`src/rtl/axi4l_regfile_slave.sv`:
```
// AXI4-Lite responder for a bank of NUM_REGS 32-bit control registers.
// Write address/data are captured independently and committed together; reads return in one cycle.
module axi4l_regfile_slave #(
  parameter int DATA_WIDTH = 32,
  parameter int ADDR_WIDTH = 32,
  parameter int NUM_REGS   = 16
) (
  input  logic                           aclk,
  input  logic                           areset,
  input  logic [ADDR_WIDTH-1:0]          awaddr,
  input  logic [2:0]                     awprot,
  input  logic                           awvalid,
  output logic                           awready,
  input  logic [DATA_WIDTH-1:0]          wdata,
  input  logic [DATA_WIDTH/8-1:0]        wstrb,
  input  logic                           wvalid,
  output logic                           wready,
  output logic [1:0]                     bresp,
  output logic                           bvalid,
  input  logic                           bready,
  input  logic [ADDR_WIDTH-1:0]          araddr,
  input  logic [2:0]                     arprot,
  input  logic                           arvalid,
  output logic                           arready,
  output logic [DATA_WIDTH-1:0]          rdata,
  output logic [1:0]                     rresp,
  output logic                           rvalid,
  input  logic                           rready,
  output logic [NUM_REGS*DATA_WIDTH-1:0] reg_out,
  output logic [NUM_REGS-1:0]            wr_pulse
);
  localparam int IDX_W  = (NUM_REGS > 1) ? $clog2(NUM_REGS) : 1;
  localparam int STRB_W = DATA_WIDTH / 8;
  localparam logic [1:0] RESP_OKAY   = 2'b00;
  localparam logic [1:0] RESP_DECERR = 2'b11;
  localparam logic [ADDR_WIDTH-1:0] ADDR_LIMIT = ADDR_WIDTH'(NUM_REGS * 4);

  logic [DATA_WIDTH-1:0] regs [NUM_REGS];
  logic                  aw_held;
  logic                  w_held;
  logic [ADDR_WIDTH-1:0] held_addr;
  logic [DATA_WIDTH-1:0] held_data;
  logic [STRB_W-1:0]     held_strb;
  logic                  commit;
  logic                  aw_in_range;
  logic                  ar_in_range;
  logic [IDX_W-1:0]      aw_idx;
  logic [IDX_W-1:0]      ar_idx;
  logic                  unused_prot;

  // Handshakes: a transfer happens on a rising edge where valid and ready are both 1;
  // ready never depends on valid, and each ready is held low while its response is pending.
  assign awready = !areset && !aw_held && !bvalid;
  assign wready  = !areset && !w_held && !bvalid;
  assign arready = !areset && !rvalid;

  assign commit      = aw_held && w_held && !bvalid;
  assign aw_in_range = held_addr < ADDR_LIMIT;
  assign aw_idx      = held_addr[IDX_W+1:2];
  assign ar_in_range = araddr < ADDR_LIMIT;
  assign ar_idx      = araddr[IDX_W+1:2];
  assign unused_prot = ^{awprot, arprot};

  always_ff @(posedge aclk or posedge areset) begin
    if (areset) begin
      aw_held   <= 1'b0;
      w_held    <= 1'b0;
      held_addr <= '0;
      held_data <= '0;
      held_strb <= '0;
      bvalid    <= 1'b0;
      bresp     <= RESP_OKAY;
      wr_pulse  <= '0;
    end else begin
      wr_pulse <= '0;
      if (awvalid && awready) begin
        aw_held   <= 1'b1;
        held_addr <= awaddr;
      end
      if (wvalid && wready) begin
        w_held    <= 1'b1;
        held_data <= wdata;
        held_strb <= wstrb;
      end
      if (commit) begin
        aw_held <= 1'b0;
        w_held  <= 1'b0;
        bvalid  <= 1'b1;
        bresp   <= aw_in_range ? RESP_OKAY : RESP_DECERR;
        if (aw_in_range) begin
          wr_pulse <= NUM_REGS'(1) << aw_idx;
        end
      end else if (bvalid && bready) begin
        bvalid <= 1'b0;
      end
    end
  end

  // Byte-lane merge: lanes with a clear strobe keep their previous contents.
  always_ff @(posedge aclk or posedge areset) begin
    if (areset) begin
      for (int i = 0; i < NUM_REGS; i++) begin
        regs[i] <= '0;
      end
    end else if (commit && aw_in_range) begin
      for (int b = 0; b < STRB_W; b++) begin
        if (held_strb[b]) begin
          regs[aw_idx][8*b +: 8] <= held_data[8*b +: 8];
        end
      end
    end
  end

  always_ff @(posedge aclk or posedge areset) begin
    if (areset) begin
      rvalid <= 1'b0;
      rdata  <= '0;
      rresp  <= RESP_OKAY;
    end else if (arvalid && arready) begin
      rvalid <= 1'b1;
      rdata  <= ar_in_range ? regs[ar_idx] : '0;
      rresp  <= ar_in_range ? RESP_OKAY : RESP_DECERR;
    end else if (rvalid && rready) begin
      rvalid <= 1'b0;
    end
  end

  for (genvar g = 0; g < NUM_REGS; g++) begin : g_reg_out
    assign reg_out[DATA_WIDTH*g +: DATA_WIDTH] = regs[g];
  end
endmodule
```
`config.mk`:
```
export PLATFORM = sky130hd
export DESIGN_NAME = axi4l_regfile_slave
export DESIGN_NICKNAME = d
export VERILOG_FILES = /design/src/rtl/axi4l_regfile_slave.sv
export SDC_FILE = /design/constraint.sdc
export NUM_CORES = 1
export LEC_CHECK = 0
export ABC_CLOCK_PERIOD_IN_PS = 23400
export CAP_MARGIN = 10
export CORE_UTILIZATION = 25
export DETAILED_ROUTE_END_ITERATION = 10
export SLEW_MARGIN = 20
export SYNTH_ARGS = -nofsm -noshare
export SYNTH_HDL_FRONTEND = slang
export SYNTH_SLANG_ARGS = --single-unit
```
`constraint.sdc`:
```
create_clock -name aclk -period 23.4 [get_ports aclk]
set_clock_uncertainty 0.1 [all_clocks]
set_input_delay 3.51 -clock aclk [delete_from_list [all_inputs] [get_ports aclk]]
set_output_delay 3.51 -clock aclk [all_outputs]
set_load 0.02 [all_outputs]
```
== Word level (Yosys, flattened, before mapping) ==
Index checks and enable logic that the tools add are counted.
Cells by class
  $lt $le $gt $ge: 5
  shift operators: 1
  multiplexer cells: 35
  bitwise gates (word level): 2
  reductions and logical operators: 23
Operator list (count)
  512-bit two-way mux: 7
  512-bit bitwise mux: 4
  32-bit demux with 4-bit select: 4
  32-bit binary-select mux with 4-bit select: 1
  32-bit two-way mux: 4
  32-bit by 7-bit < comparator with 1-bit output, second input constant: 2
  16-bit two-way mux: 3
  24-bit two-way mux: 1
  1-bit by 4-bit left shift with 16-bit output, first input constant: 1
  1-bit logical AND: 14
  5-bit >= comparator, second input constant: 2
  4-bit inverter with 5-bit output: 2
  1-bit two-way mux: 8
  8-bit two-way mux: 1
  2-bit nonzero test: 4
  1-bit logical NOT: 5
  5-bit by 1-bit < comparator with 1-bit output, second input constant: 1
  2-bit two-way mux: 2
Storage, ports and cells
  flip-flop bits (word level): 636
  bits of input ports: 113
  output and inout bits: 569
  word-level logic and storage cells: 93

== Longest topological paths before layout ==
Gate-level depths: netlist (run 1).
  depth after elaboration: 16
  depth in mapped cells: 7
  gate-level depth less buffers: 4

== Least setup slack after synthesis (run 1) ==
Ideal clock, no wire load.
  kind: input-to-output
  from: in areset
  to: out awready
  data arrival time: 4025 ps
  required time: 19790 ps
  setup slack: 15765 ps
  stages: 1
  path buffers: 0
  cells stage by stage: nor3_1
On the way
  cells in the longest elaborated chain, start to end: 3
RTL lines
  start: declaration: line 9  | input logic areset,
  1-bit logical NOT (no line)
  1-bit logical AND (2 in a row): line 53  | assign awready = !areset && !aw_held && !bvalid;
  end: declaration: line 13  | output logic awready,
Every way passes these cells.

== Final worst setup path (run 1) ==
  from: in areset
  to: out wready
On the way
  cells in the longest elaborated chain, start to end: 3
RTL lines
  1-bit logical NOT (no line)
  1-bit logical AND (2 in a row): line 54  | assign wready = !areset && !w_held && !bvalid;
  end: declaration: line 17  | output logic wready,
Every way passes these cells.

==> summary.md, run 1 <==
| Metric | Value |
|---|---|
| Status | `finished clean` |
| Prevailing post-synth register cell | `dfrtp_1` |
| Layout cells sized above 1 | `0.361` |
| # rows | `around 120` |
| DRT Pass-1 Iters | `4` |
| WL/cell | `27.7 um` |
| Combinational share of power | `0.102` |
| CP Data Required Time | `around 20 ns` |
| Area Overhead vs Synth | `39.1%` |
| All-Layer GR Usage | `0.191` |
| CP max FO | `4` |
| Synth warnings | `0` |
| R2R cell count | `5` |
| Final count of pins violating max slew | `0` |
| Max Fclk | `0.116 GHz` |
| Post-detail-place hpwl | `between 70000 and 80000 um` |
| Hold Crit Depth | `1` |
| Pre-CTS WS | `14.78 ns` |
| TritonCTS clock tree | `built` |
| Post_cts resized | `0` |
| Syn avg cell area | `15.8 sq um` |
| Hold/Removal Path Class | `reg -> reg` |
| RSZ-0062 raised after global routing | `false` |
| Max-cap violations | `0` |
| Synthesis-stage register bit count | `632` |
| Post-Place Cell Area | `36700 sq um` |
| Seq pwr share | `0.463` |
| Final Cell Area | `39400 sq um` |
| Cells after Synth | `1787` |
| Net switching power figure | `856 uW` |
| Switching part of the total power | `0.298` |
| Initial antenna violation count | `8` |
| Final Hold Viols | `0` |
| CP max stage delay | `0.66 ns` |
| Ys async rst share | `1.00` |
| Crit path arrival time | `5.01 ns` |
| Routed Antenna Nets | `0` |
| Filler cells | `about 11000` |
| # setup viols final | `0` |
| Clock network fraction of total power | `0.435` |
| Period utilization | `0.368` |
| Yosys cell types | `35` |
| Height of the die | `about 340 um` |
| Ports | `roughly 680` |
| Int Power | `2010 uW` |
| Relative slew slack | `0.193` |
| Nets | `2563` |
| Synthesized area | `approximately 28000 sq um` |
| Register area share after synthesis | `0.558` |
| CTS clk-pin slew, worst paths | `0.05 ns` |
| CTS Hold Buffers Added | `0` |
| TritonCTS Buffers | `between 70 and 80` |
| Commonest non-fill, non-tap cell in the layout | `clkdlybuf4s50_1` |
| Clk sinks | `approximately 630` |
| Starting DRT DRC Count | `1133` |
| Port Buffers | `671` |
| CP Capture Type | `output port` |
| Clk Tree Root Cell | `clkbuf_16` |
| DRC violations left | `0` |
| Longest Clk Path Bufs | `3` |
| Total vias in the final route | `about 19000` |
| Most frequent cell on the critical path | `clkdlybuf4s50_1` |
| Post-Syn Nets | `1900` |
| Area of the core | `112000 sq um` |
| Die X | `339 um` |
| Number of setup buffers added after CTS | `0` |
| Crit-path cells | `clkdlybuf4s50_1 > nor3_1 > clkdlybuf4s50_1` |
| GR Overflow Total | `0` |
| Crit path launch type | `primary input` |
| TNS Setup | `0 ns` |
| Die area | `115000 sq um` |
| H-tree depth | `3` |
| DRT Wirelength | `111000 um` |
| Vias in the first global route | `19893` |
| Crit path kind | `in -> out` |
| Post-route setup slack | `14.78 ns` |
| Final Critical Period | `~8.6 ns` |
| Power Dens Cells | `72.8 nW/um^2` |
| Worst path slowest cell | `clkdlybuf4s50_1` |
| Worst Tran Pin Value | `approximately 1.2 ns` |
| Routed vias/inst | `4.81` |
| Starting density of the core | `0.252` |
| Worst-skew pair later-pin latency | `0.64 ns` |
| Number of synthesized flops with an enable pin | `0` |
| Worst vdd ir | `0.0000540 V` |
| Commonest cells after routing, fill and taps aside | `clkdlybuf4s50_1, dfrtp_1, mux2_2, mux4_2, clkbuf_16` |
| First-pass GRT wire length | `157000 um` |
| Largest net degree at the start of global routing | `142` |
| GPL Wtd Cong | `0.770` |
| Static Leak | `0.0175 uW` |
power groups by stage:
stage          Combinational [uW]  Sequential [uW]  Clock, uW
2_1_floorplan                 263             1220          0
3_3_place_gp                  295             1350          0
3_5_place_dp                  299             1350          0
4_1_cts                       300             1330       1290
5_1_grt                       316             1350       1330
6_report                      292             1330       1250
cell usage after synthesis (all sizes together), types with 2 or more instances:
| library cell | count | area share |
|---|---|---|
| inv | 5 | 0.00066 |
| nor4 | 49 | 0.030 |
| nand3 | 3 | 0.00053 |
| buf | 43 | 0.0078 |
| o21ai | 2 | 0.00035 |
| a22o | 32 | 0.0099 |
| and4 | 4 | 0.0012 |
| a21o | 3 | 0.00080 |
| a21oi | 2 | 0.00035 |
| dfrtp | 632 | 0.56 |
| mux2i | 3 | 0.0011 |
| nand4 | 28 | 0.0062 |
| nor3 | 2 | 0.00035 |
| mux2 | 577 | 0.23 |
| and3 | 13 | 0.0029 |
| or4 | 2 | 0.00053 |
| a22oi | 62 | 0.016 |
| and2 | 13 | 0.0029 |
| nand2 | 46 | 0.0061 |
| nor2 | 22 | 0.0029 |
| clkbuf | 85 | 0.011 |
| or4b | 2 | 0.00071 |
| mux4 | 128 | 0.10 |
| nand3b | 11 | 0.0029 |
| nor2b | 5 | 0.0011 |
| nand2b | 10 | 0.0022 |
final timing paths:
check / start / to / slack [ns]
setup reg to reg: held_addr[5]$_DFFE_PP0P_ / reg_out[341]$_DFFE_PP0P_ / 19.60
hold / removal: rdata[13]$_DFFE_PP0P_ / rdata[13]$_DFFE_PP0P_ / 0.40
hold reg to reg: rdata[13]$_DFFE_PP0P_ / rdata[13]$_DFFE_PP0P_ / 0.40
setup / recovery: areset / wready / 14.78
max in group asynchronous: areset / reg_out[52]$_DFFE_PP0P_ / 16.59
min in group asynchronous: areset / rvalid$_DFFE_PP0P_ / 3.38
flip-flops by register name, summed over array words and instances (netlist names):
register   cells
held_data     32
rvalid         1
reg_out      512
w_held         1
aw_held        1
bresp          1
held_addr     30
wr_pulse      16
rdata         32
bvalid         1
rresp          1
held_strb      4
per-stage QoR:
step	hold WS, ns	util	cells	total power, uW
CTS	0.406	0.351	4008	2910
finish	0.402	0.351	4009	2870
global placement	0.390	0.327	3867	1640
global route	0.420	0.351	4009	2990
detailed placement	0.390	0.327	3869	1650
floorplan	0.381	-	1787	1490
metal layers:
metal | routed length [um] | GRT usage
met5 | 60 | 0
met4 | 2880 | 0.0514
met1 | 47300 | 0.247
met2 | 53600 | 0.314
met3 | 7300 | 0.0527
worst max-delay path, delay by kind of cell:
| family | cells | cell delay [ns] |
|---|---|---|
| buf+inv | 2 | 1.20 |
| simple gates | 1 | 0.30 |
cell type report:
class	count	area (sq um)	area share
sequential	632	15800	0.402
clock inverter	23	234	0.00594
timing repair buffer	710	7040	0.179
inverter	5	26.3	0.000667
multi-input combinational	1022	12000	0.304
antenna	1	2.50	0.0000635
clock buffer	116	2410	0.0612
tap	1500	1880	0.0476
kinds of logic (layout without fill, tap and decap cells):
kind of cell,Yosys count,count (layout),synth area share
multiplexers,708,708,0.332
flip-flops,632,632,0.558
AND/OR/NAND/NOR,213,213,0.0618
buffers and inverters,133,854,0.0197
AO/OA/AOI/OAI,101,101,0.0278
other,0,1,0
No activity file was read; power rests on OpenSTA's default activity.
==> run 2, diff against run 1 <==
--- a/config.mk
+++ b/config.mk
@@ -5,7 +5,7 @@
 export SDC_FILE = /design/constraint.sdc
 export NUM_CORES = 1
 export LEC_CHECK = 0
-export ABC_CLOCK_PERIOD_IN_PS = 23400
+export ABC_CLOCK_PERIOD_IN_PS = 7300
 export CAP_MARGIN = 10
 export CORE_UTILIZATION = 25
 export DETAILED_ROUTE_END_ITERATION = 10
==> constraint.sdc (replaced) <==
create_clock -name aclk -period 7.3 [get_ports aclk]
set_clock_uncertainty 0.1 [all_clocks]
set_input_delay 1.095 -clock aclk [delete_from_list [all_inputs] [get_ports aclk]]
set_output_delay 1.095 -clock aclk [all_outputs]
set_load 0.02 [all_outputs]
==> run 2 against run 1 <==
Effect of this change: combinational power rose to 3.2 times the previous value; critical endpoint is now awready; critical path type unchanged; global-route usage rose by 0.096 points; wire length is 0.37% higher; sequential cell count did not move; via count decreased by 0.55%; highest routed layer unchanged; sequential share of layout area is essentially flat.
==> summary.md, run 2 (synthesized netlist as in run 1, its figures left out) <==
| Metric | Value |
|---|---|
| DRC violations left | `0` |
| Vias in the first global route | `20038` |
| Crit-path cells | `clkdlybuf4s50_1 > nor3_1 > clkdlybuf4s50_1` |
| Kind of cell adding the most delay to the critical path | `buffers and inverters` |
| Hold/Removal Path Class | `reg -> reg` |
| CP Capture Type | `output port` |
| Total vias in the final route | `19171` |
| Final Non-Filler Cells | `4012` |
| Crit path launch type | `primary input` |
| FF-to-FF setup slack | `~3.6 ns` |
| Ports | `682` |
| Crit path arrival time | `2.52 ns` |
| Static Leak | `0.0175 uW` |
| Routed Antenna Nets | `0` |
| DRT Pass-1 Iters | `4` |
| CTS clk-pin slew, worst paths | `about 0.06 ns` |
| Cells after DPL | `roughly 3900` |
| Relative slew slack | `0.202` |
| # setup viols final | `0` |
| First-pass GRT wire length | `158000 um` |
| Hold Crit Depth | `1` |
| Clk Tree Root Cell | `clkbuf_16` |
| CP max FO | `4` |
| RR Endpoint | `reg_out[342]$_DFFE_PP0P_` |
| Clk sinks | `632` |
| Final Critical Period | `about 3.7 ns` |
| Worst-skew pair later-pin latency | `0.64 ns` |
| TritonCTS clock tree | `built` |
| Most frequent cell on the critical path | `clkdlybuf4s50_1` |
| Worst vdd ir | `0.000170 V` |
| Port Buffers | `671` |
| Area Overhead vs Synth | `39.0%` |
| CP Data Required Time | `6.11 ns` |
| Hold_sp | `rdata[22]$_DFFE_PP0P_` |
| Area of the core | `112000 sq um` |
| RSZ-0062 raised after global routing | `false` |
| TritonCTS Buffers | `78` |
| Starting density of the core | `0.252` |
| GR Overflow Total | `0` |
| R2R cell count | `5` |
| Post_cts resized | `0` |
| Final count of pins violating max slew | `0` |
| Post-detail-place hpwl | `roughly 76000 um` |
| Final Hold Viols | `0` |
| Worst path slowest cell | `clkdlybuf4s50_1` |
| Commonest cells after routing, fill and taps aside | `clkdlybuf4s50_1, dfrtp_1, mux2_2, mux4_2, clkbuf_16` |
| Fin util | `0.350` |
| # rows | `123` |
| Initial antenna violation count | `6` |
| Commonest non-fill, non-tap cell in the layout | `clkdlybuf4s50_1` |
| Max-cap violations | `0` |
| Hold Path Sink | `rdata[22]$_DFFE_PP0P_` |
| Worst flop-to-flop path startpoint | `held_addr[5]$_DFFE_PP0P_` |
| Max reg flops | `512` |
| WL/cell | `27.8 um` |
| DRT Wirelength | `112000 um` |
| Worst Tran Pin Value | `1.19 ns` |
| CTS Hold Buffers Added | `0` |
| Starting DRT DRC Count | `between 800 and 900` |
| Status | `finished clean` |
| Period utilization | `0.509` |
| Die X | `339 um` |
| Largest net degree at the start of global routing | `145` |
| Nets | `2565` |
| Number of setup buffers added after CTS | `0` |
| GPL Wtd Cong | `~0.77` |
| Height of the die | `339 um` |
| CP max stage delay | `around 0.65 ns` |
| Power Dens Cells | `~230 nW/um^2` |
| Crit path kind | `in -> out` |
| CP Buf/Inv Count | `2` |
| Die area | `115000 sq um` |
| Max Fclk | `0.269 GHz` |
| All-Layer GR Usage | `0.192` |
| Longest Clk Path Bufs | `3` |
| H-tree depth | `3` |
| Routed vias/inst | `4.78` |
| Layout cells sized above 1 | `0.360` |
| Filler cells | `between 10000 and 15000` |
run 2: cell types whose count changed in the layout (fill, tap and decap cells not counted), sizes merged:
cell	delta
buf	+3
bufinv	-1
clkinv	+3
clkinvlp	+3
inv	-5
run 2: cell type report:
cell class                      count  area (sq um)  area share
Clock inverter                     23           244     0.00620
Clock buffer                      116          2280      0.0581
Inverter                            5          22.5    0.000572
Timing Repair Buffer              713          7120       0.181
Multi-Input combinational cell   1022         12000       0.305
Tap cell                         1500          1880      0.0477
Sequential cell                   632         15800       0.402
Antenna cell                        1          2.50   0.0000636
run 2: worst max path at each step:
stage	start	endpoint	cells after the start
floorplan	areset	aw_held$_DFFE_PP0P_	1
global placement	araddr[3]	rdata[25]$_DFFE_PP0P_	6
detailed placement	araddr[3]	rdata[25]$_DFFE_PP0P_	6
CTS	held_addr[27]$_DFFE_PP0P_	reg_out[44]$_DFFE_PP0P_	6
global route	held_addr[27]$_DFFE_PP0P_	reg_out[267]$_DFFE_PP0P_	5
finish	areset	awready	3
run 2: per-layer routing:
| metal | GRT usage | vias up | part of all wire |
|---|---|---|---|
| met5 | 0 | - | 0.00061 |
| met4 | 0.0608 | 12 | 0.030 |
| met3 | 0.0591 | 157 | 0.070 |
| met2 | 0.311 | 611 | 0.48 |
| met1 | 0.244 | 10252 | 0.42 |
| li1 | - | 8139 | - |
run 2: worst reg2reg max path: stages, from the launching register on:
cell and delay (ns):
dfrtp_2 0.34, buf_4 0.60, nor2b_1 0.74, nand2_1 0.36, nor4_4 1.00, mux2_2 0.42
run 2: per-stage QoR:
stage	hold slack [ns]	worst slack, ns	instance area (sq um)	power (uW)	TNS, ns
floorplan	0.381	-2.53	28300	4760	-1596.32
global placement	0.389	3.22	36800	5270	0
detailed placement	0.394	3.21	36800	5280	0
CTS	0.409	3.48	39300	9180	0
global route	0.419	3.40	39400	9420	0
finish	0.404	3.58	39400	9020	0
run 2: where the power goes:
part | total (uW) | switching (uW) | internal [uW]
Sequential | 4270 | 579 | 3690
Combinational | 922 | 557 | 365
Clock | 3820 | 1580 | 2240
